==> config.mk <==
export PLATFORM = sky130hd
export DESIGN_NAME = mux_slot_scheduler
export DESIGN_NICKNAME = d
export VERILOG_FILES = /design/src/rtl/mux_sched_pkg.sv /design/src/rtl/spike_stamp_bank.sv /design/src/rtl/mux_slot_scheduler.sv
export SDC_FILE = /design/constraint.sdc
export NUM_CORES = 2
export LEC_CHECK = 0
export BUFFER_PORTS_ARGS = -buffer_cell sky130_fd_sc_hd__buf_2
export CAP_MARGIN = 25
export CORE_MARGIN = 2
export CORE_UTILIZATION = 29
export CTS_CLUSTER_SIZE = 12
export DETAILED_ROUTE_END_ITERATION = 6
export GPL_ROUTABILITY_DRIVEN = 0
export RECOVER_POWER = 25
export SLEW_MARGIN = 5
export SYNTH_ARGS = -nofsm -noshare
export SYNTH_HDL_FRONTEND = slang
export SYNTH_SLANG_ARGS = --single-unit
==> constraint.sdc <==
create_clock -name clk -period 5.4 [get_ports clk]
set_input_delay 0.54 -clock clk [delete_from_list [all_inputs] [get_ports clk]]
set_output_delay 0.54 -clock clk [all_outputs]
set_load 0.02 [all_outputs]
==> src/rtl/mux_sched_pkg.sv <==
// Shared types and helpers for the two-network slot scheduler.
// SPIKE_HOLD_EN (see spike_stamp_bank) selects step-encoded replay instead of single-cycle pulses.
package mux_sched_pkg;

    typedef enum logic [1:0] {
        IDLE,
        FILL,
        RUN
    } sched_state_t;

    // Stamps span 0..G, where G itself marks "no spike this period".
    function automatic int stamp_width(input int g);
        return $clog2(g + 1);
    endfunction

    function automatic int no_spike(input int g);
        return g;
    endfunction

endpackage

==> src/rtl/spike_stamp_bank.sv <==
// Ping-pong first-spike timestamp store for one network: capture into the write bank, replay from the other.
// `define SPIKE_HOLD_EN to hold each replayed line high from its stamp until the slot ends.
module spike_stamp_bank
    import mux_sched_pkg::*;
#(
    parameter int P  = 64,
    parameter int G  = 18,
    parameter int TW = stamp_width(G)
) (
    input  logic          clk,
    input  logic          rstb,
    input  logic          wr_sel,
    input  logic          capture,
    input  logic          clear,
    input  logic [TW-1:0] t,
    input  logic [P-1:0]  data,
    output logic [P-1:0]  hit
);

    localparam logic [TW-1:0] NO_SPIKE = TW'(no_spike(G));

    logic [TW-1:0] stamp [2][P];
    logic          rd_sel;

    assign rd_sel = ~wr_sel;

    always_ff @(posedge clk) begin
        // NOTE: the stamp array is reset because G doubles as the "empty" marker that capture tests against.
        if (rstb) begin
            for (int b = 0; b < 2; b++) begin
                for (int i = 0; i < P; i++) begin
                    stamp[b][i] <= NO_SPIKE;
                end
            end
        end else begin
            for (int i = 0; i < P; i++) begin
                // The bank about to become the write bank is emptied at the swap.
                if (clear) begin
                    stamp[rd_sel][i] <= NO_SPIKE;
                end
                if (capture && data[i] && stamp[wr_sel][i] == NO_SPIKE) begin
                    stamp[wr_sel][i] <= t;
                end
            end
        end
    end

    always_comb begin
        // NOTE: default every combinational output first so no path can infer a latch.
        hit = '0;
        for (int i = 0; i < P; i++) begin
`ifdef SPIKE_HOLD_EN
            hit[i] = (stamp[rd_sel][i] != NO_SPIKE) && (stamp[rd_sel][i] <= t);
`else
            hit[i] = (stamp[rd_sel][i] == t);
`endif
        end
    end

endmodule

==> src/rtl/mux_slot_scheduler.sv <==
// Time-multiplexes one column between two spike networks: capture a period, replay it in two slots next period.
// Replay encoding follows SPIKE_HOLD_EN inside spike_stamp_bank.
module mux_slot_scheduler
    import mux_sched_pkg::*;
#(
    parameter int P                  = 64,
    parameter int Q                  = 2,
    parameter int GAMMA_CYCLE_LENGTH = 18
) (
    input  logic         clk,
    input  logic         rstb,
    input  logic         en,
    input  logic [P-1:0] data_in1,
    input  logic [P-1:0] data_in2,
    input  logic [Q-1:0] col_out_spikes,
    output logic [P-1:0] col_spikes,
    output logic         col_grst,
    output logic         col_net_sel,
    output logic [Q-1:0] output_spikes1,
    output logic [Q-1:0] output_spikes2,
    output logic         out_valid,
    output logic         busy
);

    localparam int G  = GAMMA_CYCLE_LENGTH;
    localparam int TW = stamp_width(G);
    localparam int PW = $clog2(2 * G);

    localparam logic [PW-1:0] PC_SLOT  = PW'(G);
    localparam logic [PW-1:0] PC_SLOT0 = PW'(G - 1);
    localparam logic [PW-1:0] PC_LAST  = PW'(2 * G - 1);

    sched_state_t  state;
    logic [PW-1:0] pc;
    logic          wr_sel;
    logic [Q-1:0]  acc;

    logic          slot;
    logic [TW-1:0] t;
    logic          boundary;
    logic          capture;
    logic [Q-1:0]  slot_or;
    logic [P-1:0]  hit1;
    logic [P-1:0]  hit2;

    assign slot     = (pc >= PC_SLOT);
    assign t        = TW'(slot ? pc - PC_SLOT : pc);
    assign boundary = (state != IDLE) && (pc == PC_LAST);
    assign capture  = (state != IDLE) && !slot;
    // Spikes landing on t==0 open the new slot instead of closing the old one.
    assign slot_or  = (t == '0) ? col_out_spikes : (acc | col_out_spikes);

    spike_stamp_bank #(.P(P), .G(G), .TW(TW)) u_bank1 (
        .clk     (clk),
        .rstb    (rstb),
        .wr_sel  (wr_sel),
        .capture (capture),
        .clear   (boundary),
        .t       (t),
        .data    (data_in1),
        .hit     (hit1)
    );

    spike_stamp_bank #(.P(P), .G(G), .TW(TW)) u_bank2 (
        .clk     (clk),
        .rstb    (rstb),
        .wr_sel  (wr_sel),
        .capture (capture),
        .clear   (boundary),
        .t       (t),
        .data    (data_in2),
        .hit     (hit2)
    );

    always_ff @(posedge clk) begin
        // NOTE: all state here uses non-blocking assignments so every register sees pre-edge values.
        if (rstb) begin
            state          <= IDLE;
            pc             <= '0;
            wr_sel         <= 1'b0;
            acc            <= '0;
            output_spikes1 <= '0;
            output_spikes2 <= '0;
            out_valid      <= 1'b0;
        end else begin
            out_valid <= 1'b0;
            case (state)
                IDLE: begin
                    pc <= '0;
                    if (en) begin
                        state <= FILL;
                    end
                end
                FILL, RUN: begin
                    pc <= boundary ? '0 : pc + 1'b1;
                    if (boundary) begin
                        wr_sel <= ~wr_sel;
                        state  <= en ? RUN : IDLE;
                    end
                    if (state == RUN) begin
                        acc <= slot_or;
                        if (pc == PC_SLOT0) begin
                            output_spikes1 <= slot_or;
                        end
                        if (boundary) begin
                            output_spikes2 <= slot_or;
                            out_valid      <= 1'b1;
                        end
                    end
                end
                default: state <= IDLE;
            endcase
        end
    end

    assign busy = (state != IDLE);

    always_comb begin
        col_spikes  = '0;
        col_grst    = 1'b0;
        col_net_sel = 1'b0;
        if (state == RUN) begin
            col_spikes  = slot ? hit2 : hit1;
            col_grst    = (t == '0);
            col_net_sel = slot;
        end
    end

endmodule

==> flow_metrics.env <==
export IMPL_outcome="finished, violations left"
export IMPL_violations="max-capacitance violations, max-slew violations"
export IMPL_cts_root_buf="clkbuf_16"
export IMPL_dieWidth_um=475
export IMPL_start_kind="flop"
export IMPL_hold_buffers=0
export IMPL_synth_seq_cells=1297
export IMPL_drt_pass1_iterations=6
export IMPL_finClkSkew_ns=0.0375
export IMPL_synthArstFlopShare=0
export IMPL_vias_per_cell=5.68
export IMPL_final_period_utilization=0.957
export IMPL_cp_top_family="simple AND/OR/NAND/NOR gates"
export IMPL_synth_edf_count=1280
export IMPL_drc=0
export IMPL_cts_setup_buffers=0
export IMPL_cts_resized=0
export IMPL_ys_warn_count=0
export IMPL_crit_chain="ha_1 -> o41a_1 -> or4_1 -> buf_4 -> a21oi_1 -> buf_4 -> or4_1 -> nor4_1 -> buf_2 -> and4_4 -> o21ai_0"
export IMPL_min_period_ns=5.17
export IMPL_fin_hold_ws_ns=0.0662
export IMPL_synth_seq_area_share=0.603
export IMPL_ios=205
export IMPL_clock_sinks=1297
export IMPL_end_kind="flop"
export IMPL_cp_arrival_ns=5.48
export IMPL_critPathSlowestCell="or4_1"
export IMPL_cts_buffer_depth=3
export IMPL_synth_top_cells_by_area="edfxtp_1 (60%), mux4_2 (11%), xnor2_1 (3.5%)"
export IMPL_wirelength_mm=222
export IMPL_worst_pin_slew_ns=2.70
export IMPL_crit_type="reg2reg"
export IMPL_cts_htree_levels=4
export IMPL_antenna_found_initial=50
export IMPL_clock_latency_ns=0.80
export IMPL_synth_flop_cell="edfxtp_1"
export IMPL_rsz0062_at_grt="false"
export IMPL_setup_violations=0
export IMPL_cts_buffers=140
export IMPL_worstHoldPathType="in2reg"
export IMPL_final_util=0.336
export IMPL_wl_per_cell_um=28.8
export IMPL_start_util=0.292
export IMPL_hold_viol_final=0
export IMPL_grt_total_usage=0.192
export IMPL_drtIter0Drc=5940
export IMPL_cp_required_ns=5.71
export IMPL_io_buffer_count=204
export IMPL_critPathMaxFanout=23
export IMPL_drive_gt1_frac=0.238
export IMPL_cts_tree="yes"
export IMPL_drv_slew=159
export IMPL_nets=4778
export IMPL_syn_area_per_cell_sq_um=14.4
export IMPL_synth_cell_types=51
export IMPL_yosysTopAreaCellShare=0.597
export IMPL_grt_overflow_total=0
export IMPL_p_per_area_nw_per_um2=332
export IMPL_synth_cells=4478
export IMPL_grt_max_degree=141
export IMPL_grt_pass1_wl_mm=313
export IMPL_synth_fp_nets=4619
export IMPL_netlist_top_cells_count="edfxtp_1 (1,280), nand2_1 (446), mux4_2 (320)"
export IMPL_drv_cap=4
export IMPL_clkTransAtPathRegs_ns=0.06
export IMPL_max_clock_freq_mhz=194
export IMPL_area_growth_synth_to_final_pct=14.8
export IMPL_synth_largest_area_cell="edfxtp_1"
export IMPL_ir_drop_mv=0.373
export IMPL_syn_area_sq_um=64300
export IMPL_die_area_sq_um=226000
export IMPL_slowest_delay_ns=0.66
export IMPL_fp_dieH_um=475
export IMPL_setup_tns_ns=0
export IMPL_vias=43800
export IMPL_coreArea_sq_um=220000
export IMPL_power_leakage_uw=0.0228
export IMPL_synth_most_common_cell="edfxtp_1"
export IMPL_antenna_left=0
export IMPL_path_buf_inv=3
export IMPL_num_rows=172
export IMPL_max_slew_margin=-0.798
export IMPL_hpwl_mm=142
export IMPL_grt_pass1_vias=43000
==> final timing paths <==
path / start / end / slack (ns) / cells after the start
setup / recovery: pc[1] / u_bank2.stamp[1][201] / 0.23 / 11
hold / removal: col_out_spikes[0] / acc[0] / 0.07 / 3
setup reg to reg: pc[1] / u_bank2.stamp[1][201] / 0.23 / 11
hold reg to reg: output_spikes1[1] / output_spikes1[1] / 0.49 / 2
==> registers in the layout, indices dropped and copies added (netlist names), named ones only <==
name and count:
acc 2, out_valid 1, output_spikes1 2, output_spikes2 2, pc 6, state 2, u_bank1.stamp 640, u_bank2.stamp 640
wr_sel 1
==> through the flow <==
stage / total power (uW) / area (sq um) / worst slack [ns] / cells
floorplan: 14000 / 64300 / -0.341 / 4478
global placement: 15400 / 69600 / 0.0779 / 7449
detailed placement: 15400 / 69700 / 0.457 / 7453
CTS: 24600 / 74000 / 0.258 / 7691
global route: 25200 / 73800 / 0.123 / 7698
finish: 24600 / 73900 / 0.233 / 7706
==> metal layers <==
metal	GRT usage	vias up	routed length, um
met3	0.0372	391	21000
li1	-	18000	-
met4	0.0672	12	7260
met1	0.260	22800	89800
met2	0.306	2580	104000
met5	0	-	82
==> layout make-up <==
class                      instances  area, sq um
antenna                           15         37.5
clock buffer                     171         3680
clock inverter                    67          619
fill                           21300       146000
inverter                           9         43.8
multi-input combinational       2807        24100
sequential                      1297        38800
tap                             2958         3700
timing repair buffer             382         2910
==> power breakdown <==
part | internal, uW | switching [uW] | total (uW)
registers | 11900 | 387 | 12300
clock network | 5230 | 4090 | 9320
logic | 954 | 1960 | 2920
total | 18100 | 6440 | 24600
==> worst min-delay path: stages <==
cell and delay (ns):
buf_2 0.10, a22oi_1 0.08, nor2_1 0.08
==> cells by family after synthesis <==
kind of cell | count (synthesis) | synth area share
adders and majority gates | 8 | 0.00156
AOI/OAI and AO/OA | 189 | 0.0168
muxes | 320 | 0.112
xor gates and xnor gates | 328 | 0.0446
DFF | 1297 | 0.603
and+or+nand+nor | 1962 | 0.197
buffers and inverters | 374 | 0.0256
==> cells in the final DEF (no fill, tap or decap), drive strengths merged, types with 95 or more instances in the layout <==
cell	n
edfxtp	1280
nand2	446
buf	345
nor3	323
mux4	320
xnor2	259
clkbuf	208
nor2	133
nand4b	130
nand2b	99
a21oi	99
nor3b	95
(Power assumes the default switching activity.)
